`config.mk`:
```
export PLATFORM = sky130hd
export DESIGN_NAME = mib_cmd_scheduler
export DESIGN_NICKNAME = d
export VERILOG_FILES = /design/src/rtl/mib_pkg.sv /design/src/rtl/mib_sync_fifo.sv /design/src/rtl/mib_cmd_scheduler.sv
export SDC_FILE = /design/constraint.sdc
export NUM_CORES = 1
export LEC_CHECK = 0
export BUFFER_PORTS_ARGS = -buffer_cell sky130_fd_sc_hd__buf_2
export CELL_PAD_IN_SITES_DETAIL_PLACEMENT = 1
export CELL_PAD_IN_SITES_GLOBAL_PLACEMENT = 1
export CORE_MARGIN = 2
export CORE_UTILIZATION = 54
export DETAILED_ROUTE_END_ITERATION = 8
export PLACE_DENSITY_LB_ADDON = 0.1
export SYNTH_ARGS = -nofsm -noshare
export SYNTH_HDL_FRONTEND = slang
export SYNTH_SLANG_ARGS = --single-unit
```
`constraint.sdc`:
```
create_clock -name mc_mibclk -period 9.16 [get_ports mc_mibclk]
set_input_delay 1.832 -clock mc_mibclk [delete_from_list [all_inputs] [get_ports mc_mibclk]]
set_output_delay 1.832 -clock mc_mibclk [all_outputs]
set_load 0.01 [all_outputs]
```
`src/rtl/mib_pkg.sv`:
```
// Shared MIB definitions: bus widths, the queued request record and the
// address decode used to locate a request's rank/bank/row.
package mib_pkg;

  localparam int MIB_AW  = 36;
  localparam int MIB_BEW = 16;
  localparam int MIB_DW  = 128;

  localparam logic [MIB_AW-1:0] MIB_ADDR_ONE = 1;

  typedef struct packed {
    logic [0:MIB_AW-1]  addr;
    logic               rnw;
    logic [0:MIB_BEW-1] be;
    logic [0:MIB_DW-1]  wdata;
  } mib_req_t;

  // Fields are right-justified; callers keep only the low bits they need.
  typedef struct packed {
    logic [MIB_AW-1:0] col;
    logic [MIB_AW-1:0] bank;
    logic [MIB_AW-1:0] row;
    logic [MIB_AW-1:0] rank;
  } mib_dec_t;

  function automatic int clog2(input int value);
    int r;
    r = 0;
    while ((1 << r) < value) r = r + 1;
    return r;
  endfunction

  function automatic logic [MIB_AW-1:0] addr_field(input logic [MIB_AW-1:0] a,
                                                   input int lsb, input int width);
    logic [MIB_AW-1:0] mask;
    mask = (width >= MIB_AW) ? '1 : ((MIB_ADDR_ONE << width) - MIB_ADDR_ONE);
    return (a >> lsb) & mask;
  endfunction

  // MIB bit 35 is the LSB, so copying into a descending vector gives the
  // numeric byte address directly.
  function automatic mib_dec_t addr_decode(input logic [0:MIB_AW-1] addr,
                                           input int off, input int ca_w,
                                           input int ba_w, input int ra_w,
                                           input int rk_w);
    logic [MIB_AW-1:0] a;
    mib_dec_t dec;
    a        = addr;
    dec.col  = addr_field(a, off, ca_w);
    dec.bank = addr_field(a, off + ca_w, ba_w);
    dec.row  = addr_field(a, off + ca_w + ba_w, ra_w);
    dec.rank = addr_field(a, off + ca_w + ba_w + ra_w, rk_w);
    return dec;
  endfunction

endpackage

```
`src/rtl/mib_sync_fifo.sv`:
```
// Single-clock request FIFO with exact occupancy; a write is also accepted
// while full provided the head is popped in the same cycle.
module mib_sync_fifo
  import mib_pkg::*;
#(
  parameter int WIDTH = 8,
  parameter int DEPTH = 4
) (
  input  logic                   clk,
  input  logic                   rst_n,
  input  logic                   wr_en,
  input  logic [WIDTH-1:0]       wr_data,
  input  logic                   rd_en,
  output logic [WIDTH-1:0]       rd_data,
  output logic                   full,
  output logic                   empty,
  output logic [clog2(DEPTH):0]  level
);

  localparam int AW = clog2(DEPTH);

  logic [WIDTH-1:0] mem [DEPTH];
  logic [AW-1:0]    wr_ptr_reg, wr_ptr_next;
  logic [AW-1:0]    rd_ptr_reg, rd_ptr_next;
  logic [AW:0]      level_reg, level_next;
  logic             do_wr, do_rd;

  assign full  = (level_reg == (AW+1)'(DEPTH));
  assign empty = (level_reg == '0);
  assign level = level_reg;

  assign do_rd = rd_en & ~empty;
  assign do_wr = wr_en & (~full | do_rd);

  // Head is read asynchronously so a new entry is visible the cycle after it is written.
  assign rd_data = mem[rd_ptr_reg];

  always_ff @(posedge clk) begin
    if (do_wr) mem[wr_ptr_reg] <= wr_data;
  end

  always_comb begin
    wr_ptr_next = wr_ptr_reg;
    rd_ptr_next = rd_ptr_reg;
    level_next  = level_reg;
    if (do_wr) wr_ptr_next = wr_ptr_reg + 1'b1;
    if (do_rd) rd_ptr_next = rd_ptr_reg + 1'b1;
    case ({do_wr, do_rd})
      2'b10:   level_next = level_reg + 1'b1;
      2'b01:   level_next = level_reg - 1'b1;
      default: level_next = level_reg;
    endcase
  end

  always_ff @(posedge clk) begin
    if (!rst_n) begin
      wr_ptr_reg <= '0;
      rd_ptr_reg <= '0;
      level_reg  <= '0;
    end else begin
      wr_ptr_reg <= wr_ptr_next;
      rd_ptr_reg <= rd_ptr_next;
      level_reg  <= level_next;
    end
  end

endmodule

```
`src/rtl/mib_cmd_scheduler.sv`:
```
// MIB command front-end: queues requests, presents the head to the DDR2
// controller and derives bank/row conflict hints from an open-row table.
module mib_cmd_scheduler
  import mib_pkg::*;
#(
  parameter int C_DDR_DWIDTH     = 32,
  parameter int C_DDR_CAWIDTH    = 9,
  parameter int C_DDR_BAWIDTH    = 2,
  parameter int C_DDR_RAWIDTH    = 13,
  parameter int C_NUM_RANKS_MEM  = 1,
  parameter int C_CMD_FIFO_DEPTH = 4,
  parameter int C_REFRESH_CYCLES = 1560
) (
  input  logic                              mc_mibclk,
  input  logic                              mi_mcreset_n,
  input  logic                              req_valid,
  output logic                              req_ready,
  input  logic [0:MIB_AW-1]                 req_addr,
  input  logic                              req_rnw,
  input  logic [0:MIB_BEW-1]                req_be,
  input  logic [0:MIB_DW-1]                 req_wdata,
  output logic                              mi_mcaddressvalid,
  output logic [0:MIB_AW-1]                 mi_mcaddress,
  output logic                              mi_mcreadnotwrite,
  output logic [0:MIB_BEW-1]                mi_mcbyteenable,
  output logic [0:MIB_DW-1]                 mi_mcwritedata,
  output logic                              mi_mcwritedatavalid,
  output logic                              mi_mcbankconflict,
  output logic                              mi_mcrowconflict,
  input  logic                              mc_miaddrreadytoaccept,
  output logic [clog2(C_CMD_FIFO_DEPTH):0]  fifo_level
);

  localparam int OFF  = clog2(C_DDR_DWIDTH / 8);
  localparam int RKB  = clog2(C_NUM_RANKS_MEM);
  localparam int IW   = C_DDR_BAWIDTH + RKB;
  localparam int NENT = 1 << IW;
  localparam int RAW  = C_DDR_RAWIDTH;
  localparam int RCW  = (C_REFRESH_CYCLES > 1) ? clog2(C_REFRESH_CYCLES) : 1;

  mib_req_t          req_in;
  mib_req_t          head;
  logic              fifo_full, fifo_empty;
  logic              head_valid, issue;
  mib_dec_t          head_dec;
  logic              dec_unused;
  logic [IW-1:0]     head_idx;
  logic [RAW-1:0]    head_row;

  logic              row_valid_reg [NENT];
  logic [RAW-1:0]    row_reg       [NENT];
  logic              last_valid_reg;
  logic [IW-1:0]     last_idx_reg;
  logic [RCW-1:0]    refresh_cnt_reg, refresh_cnt_next;
  logic              refresh_tc;

  assign req_in = '{addr: req_addr, rnw: req_rnw, be: req_be, wdata: req_wdata};

  mib_sync_fifo #(
    .WIDTH ($bits(mib_req_t)),
    .DEPTH (C_CMD_FIFO_DEPTH)
  ) u_fifo (
    .clk     (mc_mibclk),
    .rst_n   (mi_mcreset_n),
    .wr_en   (req_valid),
    .wr_data (req_in),
    .rd_en   (issue),
    .rd_data (head),
    .full    (fifo_full),
    .empty   (fifo_empty),
    .level   (fifo_level)
  );

  assign req_ready  = ~fifo_full;
  assign head_valid = ~fifo_empty;
  assign issue      = head_valid & mc_miaddrreadytoaccept;

  assign head_dec   = addr_decode(head.addr, OFF, C_DDR_CAWIDTH, C_DDR_BAWIDTH,
                                  C_DDR_RAWIDTH, RKB);
  assign dec_unused = ^head_dec;
  assign head_row   = head_dec.row[RAW-1:0];

  // Table index is {rank,bank}; single-rank parts index by bank alone.
  generate
    if (RKB > 0) begin : g_rank_idx
      assign head_idx = {head_dec.rank[RKB-1:0], head_dec.bank[C_DDR_BAWIDTH-1:0]};
    end else begin : g_bank_idx
      assign head_idx = head_dec.bank[C_DDR_BAWIDTH-1:0];
    end
  endgenerate

  // Outputs are forced to zero when no entry is queued so stale RAM contents never leak.
  assign mi_mcaddressvalid   = head_valid;
  assign mi_mcaddress        = head_valid ? head.addr  : '0;
  assign mi_mcreadnotwrite   = head_valid & head.rnw;
  assign mi_mcbyteenable     = head_valid ? head.be    : '0;
  assign mi_mcwritedata      = head_valid ? head.wdata : '0;
  assign mi_mcwritedatavalid = head_valid & ~head.rnw;
  assign mi_mcbankconflict   = head_valid & last_valid_reg & (head_idx == last_idx_reg);
  assign mi_mcrowconflict    = head_valid & row_valid_reg[head_idx] &
                               (row_reg[head_idx] != head_row);

  assign refresh_tc       = (refresh_cnt_reg == RCW'(C_REFRESH_CYCLES - 1));
  assign refresh_cnt_next = refresh_tc ? '0 : refresh_cnt_reg + 1'b1;

  always_ff @(posedge mc_mibclk) begin
    if (!mi_mcreset_n) refresh_cnt_reg <= '0;
    else               refresh_cnt_reg <= refresh_cnt_next;
  end

  // Refresh closes every row, so it overrides an issue landing on the same cycle.
  generate
    for (genvar gi = 0; gi < NENT; gi++) begin : g_row_entry
      always_ff @(posedge mc_mibclk) begin
        if (!mi_mcreset_n) begin
          row_valid_reg[gi] <= 1'b0;
          row_reg[gi]       <= '0;
        end else if (refresh_tc) begin
          row_valid_reg[gi] <= 1'b0;
        end else if (issue && (head_idx == IW'(gi))) begin
          row_valid_reg[gi] <= 1'b1;
          row_reg[gi]       <= head_row;
        end
      end
    end
  endgenerate

  always_ff @(posedge mc_mibclk) begin
    if (!mi_mcreset_n) begin
      last_valid_reg <= 1'b0;
      last_idx_reg   <= '0;
    end else if (refresh_tc) begin
      last_valid_reg <= 1'b0;
    end else if (issue) begin
      last_valid_reg <= 1'b1;
      last_idx_reg   <= head_idx;
    end
  end

endmodule

```
==> metrics.txt, run 1 <==
RSZ-0062 raised after global routing false; fillers 4873; met2 global-route usage 39.4%; Die Y 244 um; Gate Count Post-Synth 1511; EDFF count, synth 779; Final Util a little under two thirds; nets 2101; setup TNS 0 ns; Routed WL per cell 25.5 um; fin worst setup slack 3.02 ns; met3 usage 6.81%; Period minus WS final a little over 6 ns; Vias 15450; htree depth 3; Post-CTS Setup Bufs 0; die area 0.0593 sq mm; min-delay src refresh_cnt_reg[0]; Initial Util 54.8%; met1 Track Usage GR 30.3%; max cap viols 0; Post-Synthesis Cell Area 0.0310 sq mm; CTS resizes 0; DRT Wirelength 70000 um; Layout area overhead 16.7%; CORE AREA around 0.057 sq mm; DIE WIDTH 244 um; most used routing layer met2; DP HPWL 42400 um; dpl ws roughly 3.6 ns; endpoints failing setup 0; largest net degree at the start of global routing 90; DRC 0; post-cts hold buffer count 0; vias in the first global route 16941; most frequent cell after synthesis edfxtp_1; Critical Path AT about 4.3 ns; TritonCTS clock tree done; first-pass GRT wire length 106000 um; FF-to-FF path depth 7; fmax 163 MHz; relative slew slack between 20 and 30%; syn_nets 1703; RePlAce Congestion 0.756; Clock Skew 0.0146 ns; Synth Flop Type edfxtp_1; status finished, final reports clean; P per Cell Area 284 mW/mm^2; CTS root buf clkbuf_16; Max clock buf depth 3; clk sinks 803; Worst Hold Depth 1; top cells by area, synth edfxtp_1 (75%), mux4_2 (12%), and2_1 (3.6%); DR vias/cell 5.63; gr ovfl total 0; Hold Path Class reg2reg; worst-path maximum fanout a little under 70; antenna-violating nets left 0; GRT Total Usage 23.9%; fin crit share 67.1%; share of the synthesized area in the top cell type 75.5%; layout cells sized above 1 35.7%; DR pass1 iterations 4; DR iter-0 viols between 1000 and 1500; post-synth top area cell edfxtp_1; crit start category flop; Clk pin slew, worst setup/hold paths 0.06 ns; Synth top cells by count edfxtp_1 (779), and2_1 (180), mux4_2 (170), nor2_1 (83), mux2i_1 (44); Reg2Reg Setup Slack 5.80 ns; # rows 87; CP required 7.33 ns; CP Capture Type output pin; Yosys reg bits 803; WS Path Type reg2out; sequential area share after synthesis 77.0%; # port buffers 373; Synth warnings 0; Max IR drop VDD 278 uV; Synth cell types 38; max FFs per register 724; worst-skew pair later-pin latency 0.61 ns; Synth Area per Inst about 21 sq um; worst hold endpoint refresh_cnt_reg[0]; cts bufs inserted 81; Synth async-reset ratio 0%; Final Hold Viols 0; Leakage between 10 and 15 nW; Final Max Tran Viols 0; Worst Tran Pin Value roughly 1.1 ns; initial antenna violation count 33; reg2reg end row_reg[3][6]; Critical R2R Launch u_fifo.level[2]; io pins 374
-- power by group --
group	switching, mW	internal, mW
clock network	1.33	1.81
logic	1.55	1.14
registers	0.115	4.34
total	3.00	7.29
-- metal layers --
layer / part of all wire (%) / vias to the layer above
met4: 3.1 / 26
li1: - / 6794
met2: 51 / 411
met1: 39 / 8068
met5: 0.24 / -
met3: 6.5 / 151
-- placed cells by master, fill, tap and decap left out, types with 4 or more instances in the layout --
cell type	instances
and2_1	176
and2_4	4
buf_2	373
buf_4	20
clkbuf_1	17
clkbuf_16	86
clkinv_1	15
clkinv_2	14
clkinvlp_4	5
dfxtp_1	22
diode_2	18
edfxtp_1	779
ha_1	6
inv_1	9
mux2_2	14
mux2i_1	44
mux4_2	170
nand2_1	34
nand3_1	9
nand4_1	7
nor2_1	83
nor2b_1	5
o21ai_1	13
xnor2_1	12
xor2_1	17
-- how the worst max path moves through the flow --
stage                                start          endpoint  slack (ns)  depth (start not counted)
floorplan           mc_miaddrreadytoaccept  u_fifo.mem[0][0]        2.38                          2
global placement                      flop  mi_mcrowconflict        3.61                          8
detailed placement                    flop  mi_mcrowconflict        3.62                          8
CTS                                   flop  mi_mcrowconflict        2.96                          8
global route                          flop  mi_mcrowconflict        2.70                          8
finish                                flop  mi_mcrowconflict        3.02                          9
-- worst max-delay path, stage by stage (launching register included) --
cell and delay, ns:
dfxtp_4 0.79, buf_4 0.63, buf_4 0.84, nand2_1 0.12, o21ai_1 0.31, xor2_1 0.20, nand4_1 0.15, nor4_1 0.30
a21oi_1 0.13, buf_2 0.16
-- kinds of logic after synthesis --
group / count (synthesis) / synth area share (%)
XOR/XNOR: 29 / 0.819
adder cells (fa/ha/maj): 7 / 0.307
flip-flops: 803 / 77.0
buffers and inverters: 88 / 1.27
AND/OR/NAND/NOR: 327 / 5.65
multiplexers: 231 / 14.4
AO/OA/AOI/OAI: 26 / 0.497
-- through the flow --
step | power [mW] | hold slack [ns] | area, sq um | cells
floorplan | 6.23 | 0.418 | 31000 | 1511
global placement | 7.21 | 0.429 | 33600 | 2582
detailed placement | 7.27 | 0.456 | 33600 | 2582
CTS | 10.4 | 0.461 | 36100 | 2726
global route | 10.7 | 0.491 | 36200 | 2741
finish | 10.3 | 0.459 | 36200 | 2744
-- layout make-up --
cell class | count | area (sq um) | area share (%)
Clock inverter | 39 | 272 | 0.750
Antenna cell | 18 | 45.0 | 0.124
Timing Repair Buffer | 393 | 2020 | 5.57
Multi-Input combinational cell | 620 | 6740 | 18.6
Clock buffer | 105 | 2240 | 6.20
Sequential cell | 803 | 23900 | 66.0
Tap cell | 756 | 946 | 2.61
Inverter | 10 | 40.0 | 0.111
(Power assumes the default switching activity.)
==> run 2, diff against run 1 <==
ABC_AREA = 1   (was default)
CORE_UTILIZATION = 47   (was 54)
clock period = 6 ns   (was 9.16 ns; I/O delays follow)
==> run 2 against run 1 <==
Effect of this change:
- via count rose by 38%
- non-clock buffer count rose by 13
- flip-flop and latch count did not move
==> metrics.txt, run 2 <==
Routed WL per cell 22.3 um (-13%); register area 0.0239 sq mm (unchanged); design area 0.0371 sq mm (+2.6%); most frequent cells in the layout edfxtp_1 (779), nor2_1 (774), buf_2 (373), o21ai_0 (351), a21oi_1 (182); max cap viols 0 (unchanged); most frequent cell after synthesis edfxtp_1; EDFF count, synth 779 (unchanged); DR vias/cell 5.47 (-2.9%); top cells by area, synth edfxtp_1 (73%), nor2_1 (9.2%), o21ai_0 (5.6%); io pins 374 (unchanged); CP Capture Type output pin; Final Hold Viols 0 (unchanged); Synth warnings 0 (unchanged); post-cts hold buffer count 0 (unchanged); relative slew slack 14.6% (-11 points); DR pass1 iterations 5 (+1); antenna-violating nets left 0 (unchanged); DIE WIDTH 264 um (+8.6%); CTS root buf clkbuf_16; worst-skew pair later-pin latency 0.64 ns (+0.03 ns); endpoints failing setup 0 (unchanged); met2 WL post-DR 45000 um (+27%); DR iter-0 viols 1396 (+24%); die area 0.0699 sq mm (+18%); Synth Flop Type edfxtp_1; crit start category flop; slowest library cell on the worst path dfxtp_4; Synth cell types 37 (-2.6%); worst-path maximum fanout 52 (-24%); crit path cell chain buf_4, nand2_1, nand3_2, nand2_4, nand2_1, nand3_1, nand2_1, nand2_1, nand2_1, nand2_1, nor2_1, nand2_1, nor2_1, nor2_1, buf_2; Worst Tran Pin Value 1.28 ns (+0.164 ns); layout cells sized above 1 18.4% (-17 points); Layout area overhead 16.4%; WS Path Type reg2out; TritonCTS clock tree done; share of the synthesized area in the top cell type 73.4% (-2.1 points); DRT Wirelength 86900 um (+24%); fin crit share 85.0%; metal3 WL 5290 um (+15%); initial antenna violation count 31 (-6.1%); Synth top cells by count edfxtp_1 (779), nor2_1 (778), o21ai_0 (354), a21oi_1 (182), nand2_1 (143); cell mode on critical path nand2_1; # rows 95 (+9.2%); Final Max Tran Viols 0 (unchanged); sequential area share after synthesis 74.9% (-2.2 points); M1 WL 33700 um (+22%); Period minus WS final 5.10 ns; largest net degree at the start of global routing 192 (+110%); Synth Area per Inst 12.2 sq um (-40%); Placed Area 0.0345 sq mm (+2.6%); syn_nets 2803 (+65%); RePlAce Congestion 0.800 (+5.9%); fmax 196 MHz; clk sinks 803 (unchanged); vias in the first global route 23055 (+36%); CTS resizes 0 (unchanged); Gate Count Post-Synth 2611 (+73%); post-synth top area cell edfxtp_1; Post-Synthesis Cell Area 0.0319 sq mm (+2.9%); CP required 4.80 ns (-2.53 ns); status finished, final reports clean; P per Cell Area 448 mW/mm^2 (+58%); fillers 6936 (+42%); max FFs per register 724 (unchanged); nets 3138 (+49%); Clock Skew 0.0203 ns (+0.00563 ns); Initial Util 47.5% (-7.3 points); Critical Path AT 3.90 ns (-0.41 ns); multi-input logic area 0.00702 sq mm (+4.2%); htree depth 3 (unchanged); commonest non-fill, non-tap cell in the layout edfxtp_1; Vias 21300 (+38%); Max clock buf depth 3 (unchanged); DP HPWL 50800 um (+20%); gr ovfl total 0 (unchanged); CORE AREA 0.0672 sq mm (+19%); Die Y 264 um (+8.6%); Post-CTS Setup Bufs 0 (unchanged); Yosys reg bits 803 (unchanged); Max IR drop VDD 692 uV (+150%); Leakage 13.7 nW (+8.7%); Synth async-reset ratio 0% (unchanged); GRT Total Usage 24.8% (+0.87 points); Clk pin slew, worst setup/hold paths 0.06 ns (about the same); first-pass GRT wire length 132000 um (+25%); DRC 0 (unchanged); Final Util 55.3% (-8.7 points); Design Power 16.6 mW (+62%); RSZ-0062 raised after global routing false; CP max stage delay 0.61 ns (-0.23 ns); Hold Path Class reg2reg; max layer used met5; cts bufs inserted 84 (+3.7%); # port buffers 373 (unchanged)
run 2: stage by stage:
step / hold slack (ns) / instances / worst slack [ns] / setup TNS (ns)
global placement: 0.429 / 3733 / 1.64 / 0
CTS: 0.459 / 3876 / 0.804 / 0
floorplan: 0.418 / 2611 / -0.621 / -449.81
global route: 0.474 / 3889 / 0.505 / 0
finish: 0.457 / 3896 / 0.903 / 0
detailed placement: 0.446 / 3733 / 1.50 / 0
run 2: power by group:
| group | internal, mW | switching (mW) | total, mW |
|---|---|---|---|
| clock network | 2.87 | 2.10 | 4.97 |
| registers | 6.58 | 0.143 | 6.72 |
| logic | 1.42 | 3.51 | 4.93 |
| total | 10.9 | 5.75 | 16.6 |
run 2: cell families (layout without fill, tap and decap cells):
logic type | Yosys count | after routing | synth area share, %
xor gates and xnor gates | 1 | 1 | 0.0275
other | 0 | 20 | 0
and+or+nand+nor | 1020 | 1020 | 12.7
DFF | 803 | 803 | 74.9
adders and majority gates | 7 | 7 | 0.298
AOI/OAI and AO/OA | 554 | 554 | 8.86
buffers and inverters | 226 | 618 | 3.22
run 2: cell type report:
cell class,instances,share of cell area (%)
diodes,20,0.135
clock buffers,108,5.99
flip-flops and latches,803,64.3
repair buffers,406,5.97
clock inverters,35,0.958
well taps,873,2.94
multi-input cells,1582,18.9
inverters,69,0.735
run 2: final timing paths:
| kind | start | end | slack (ns) | depth (start not counted) |
|---|---|---|---|---|
| max reg2reg | flop | row_reg[2][3] | 2.25 | 6 |
| min reg2reg | refresh_cnt_reg[0] | refresh_cnt_reg[0] | 0.46 | 1 |
| max | flop | mi_mcrowconflict | 0.90 | 15 |
| min | refresh_cnt_reg[0] | refresh_cnt_reg[0] | 0.46 | 1 |
run 2: critical path: cells and delay by family (launching register included):
| family | cells | cell delay, ns |
|---|---|---|
| DFF | 1 | 0.61 |
| buffers and inverters | 2 | 0.66 |
| and+or+nand+nor | 13 | 1.90 |
run 2: per-layer routing:
metal	track usage [%]	vias to the layer above
met3	6.06	166
met2	44.0	498
met1	29.0	10747
li1	-	9861
met5	0	-
met4	9.64	28
==> run 3, diff against run 2 <==
CORE_UTILIZATION = 42   (was 47)
clock period = 4.24 ns   (was 6 ns; I/O delays follow)
==> run 3 against run 2 <==
Effect of this change:
- register-to-register slack got worse by 0.82 ns
- worst setup slack got worse by 0.70 ns
- combinational power rose by 45%
==> metrics.txt, run 3 (synthesis gave the netlist of run 2 again) <==
DIE WIDTH 280 um (+5.7%); CP required 3.39 ns (-1.41 ns); Reg power frac 39.5% (-0.9 points); switching power 8.26 mW (+44%); most frequent cells in the layout edfxtp_1 (779), nor2_1 (774), buf_2 (373), o21ai_0 (351), a21oi_1 (182); Critical Path AT 3.19 ns (-0.71 ns); fmax between 200 and 250 MHz; DRC 0 (unchanged); first-pass GRT wire length 133000 um (+0.56%); largest net degree at the start of global routing 177 (-7.8%); nets 3151 (+0.41%); htree depth 3 (unchanged); TritonCTS clock tree done; layout cells sized above 1 19.0% (+0.59 points); worst-skew pair later-pin latency 0.63 ns (about the same); max FFs per register 724 (unchanged); Max clock buf depth 3 (unchanged); fillers 7944 (+15%); fin crit share 95.1%; io pins 374 (unchanged); commonest non-fill, non-tap cell in the layout edfxtp_1; Clk pin slew, worst setup/hold paths 0.06 ns (about the same); clk sinks 803 (unchanged); Layout area overhead 18.1%; cell family with most CP delay compound AO/OA/AOI/OAI gates; DR pass1 iterations 4 (-1); Design Power 24.0 mW (+44%); crit start category flop; Switching Share 34.4% (-0.22 points); CP bufs+invs 3 (+1); CP Capture Type output pin; Initial Util 42.2% (-5.3 points); GRT Total Usage 22.2% (-2.6 points); slowest library cell on the worst path a2111oi_0; worst-path maximum fanout 79 (+52%); WS Path Type reg2out; relative slew slack 29.3% (+15 points); Worst Tran Pin Value 1.05 ns (-0.228 ns); Max IR drop VDD 658 uV (-4.9%); Clk pwr share 30.8% (+0.9 points); Post-CTS Setup Bufs 0 (unchanged); RSZ-0062 raised after global routing false; # rows 101 (+6.3%); # port buffers 373 (unchanged); Final Hold Viols 0 (unchanged); endpoints failing setup 0 (unchanged); DRT Wirelength 87800 um (+1.1%); final hold slack 0.435 ns (-0.0218 ns); Leakage 13.9 nW (+1.6%); P per Cell Area 638 mW/mm^2 (+42%); RePlAce Congestion 0.758 (-5.3%); crit path cell chain inv_8, nand2_1, nand3_1, nand2_2, buf_4, o21ai_0, a2111oi_0, buf_2; vias in the first global route 22542 (-2.2%); die area 0.0781 sq mm (+12%); Int Power 15.8 mW (+45%); Comb pwr share 29.7% (about the same); status finished, final reports clean; Routed WL per cell 21.9 um (-2.0%); DR vias/cell 5.27 (-3.6%); multi-input logic area 0.00703 sq mm (+0.12%); CP max stage delay 0.76 ns (+0.15 ns); Final Max Tran Viols 0 (unchanged); CTS root buf clkbuf_16; Die Y 280 um (+5.7%); cts bufs inserted 87 (+3.6%); antenna-violating nets left 0 (unchanged); initial antenna violation count 20 (-35%); DP HPWL 51400 um (+1.3%); Vias 21178 (-0.57%); CORE AREA 0.0756 sq mm (+13%); Hold Path Class in2reg; register area 0.0239 sq mm (unchanged); Period minus WS final just over 4 ns; Clock Skew 0.0191 ns (-0.00114 ns); DR iter-0 viols 1217 (-13%); gr ovfl total 0 (unchanged); max cap viols 0 (unchanged)
==> run 3: cell count changes in the layout (fill, tap and decap cells not counted), sizes merged <==
| cell | change |
|---|---|
| bufinv | +2 |
| clkinv | +23 |
| diode | -11 |
| buf | +10 |
| inv | -1 |
| clkbuf | -6 |
| clkinvlp | -1 |
==> run 3: worst paths after layout <==
check	startpoint	end	slack (ns)	cells after the start
worst min register to register	refresh_cnt_reg[0]	refresh_cnt_reg[0]	0.44	1
worst min-delay path	req_wdata[94]	u_fifo.mem[3][33]	0.43	1
worst max-delay path	flop	mi_mcbankconflict	0.21	8
worst max register to register	u_fifo.level[0]	u_fifo.level[2]	1.43	10
==> run 3: power by group through the flow <==
stage | clock network, mW | registers [mW] | logic [mW]
floorplan | 0 | 9.64 | 4.19
global route | 7.83 | 9.52 | 7.91
detailed placement | 0 | 9.65 | 7.25
finish | 7.40 | 9.48 | 7.13
CTS | 7.56 | 9.48 | 7.30
global placement | 0 | 9.62 | 7.10
==> run 3: metal layers <==
layer	wire length, um	GRT usage (%)	vias up
met1	35900	26.9	10738
li1	-	-	9877
met2	45200	39.6	412
met5	133	0	-
met4	1930	6.35	20
met3	4650	5.08	131
==> run 3: layout make-up <==
class                           instances  area share (%)
Timing Repair Buffer                  416            6.49
Tap cell                              978            3.25
Inverter                               69           0.724
Clock inverter                         58            1.28
Antenna cell                            9          0.0598
Sequential cell                       803            63.4
Multi-Input combinational cell       1582            18.7
Clock buffer                          102            6.13
==> run 3: repair_timing <==
action,CTS,global route
hold buffers,0,0
setup endpoints to repair,1,34
hold endpoints to repair,0,0
gates resized for setup,1,4
==> run 3: stage by stage <==
stage               utilization (%)  cells  cell area, sq um  TNS (ns)  setup slack [ns]
finish                         49.8   4017             37700         0             0.206
global route                   49.8   4014             37700         0            0.0110
CTS                            49.8   4008             37600         0            0.0500
detailed placement             46.1   3848             34800         0             0.706
global placement               46.1   3848             34800         0             0.799
floorplan                         -   2611             31900  -1469.20             -2.03
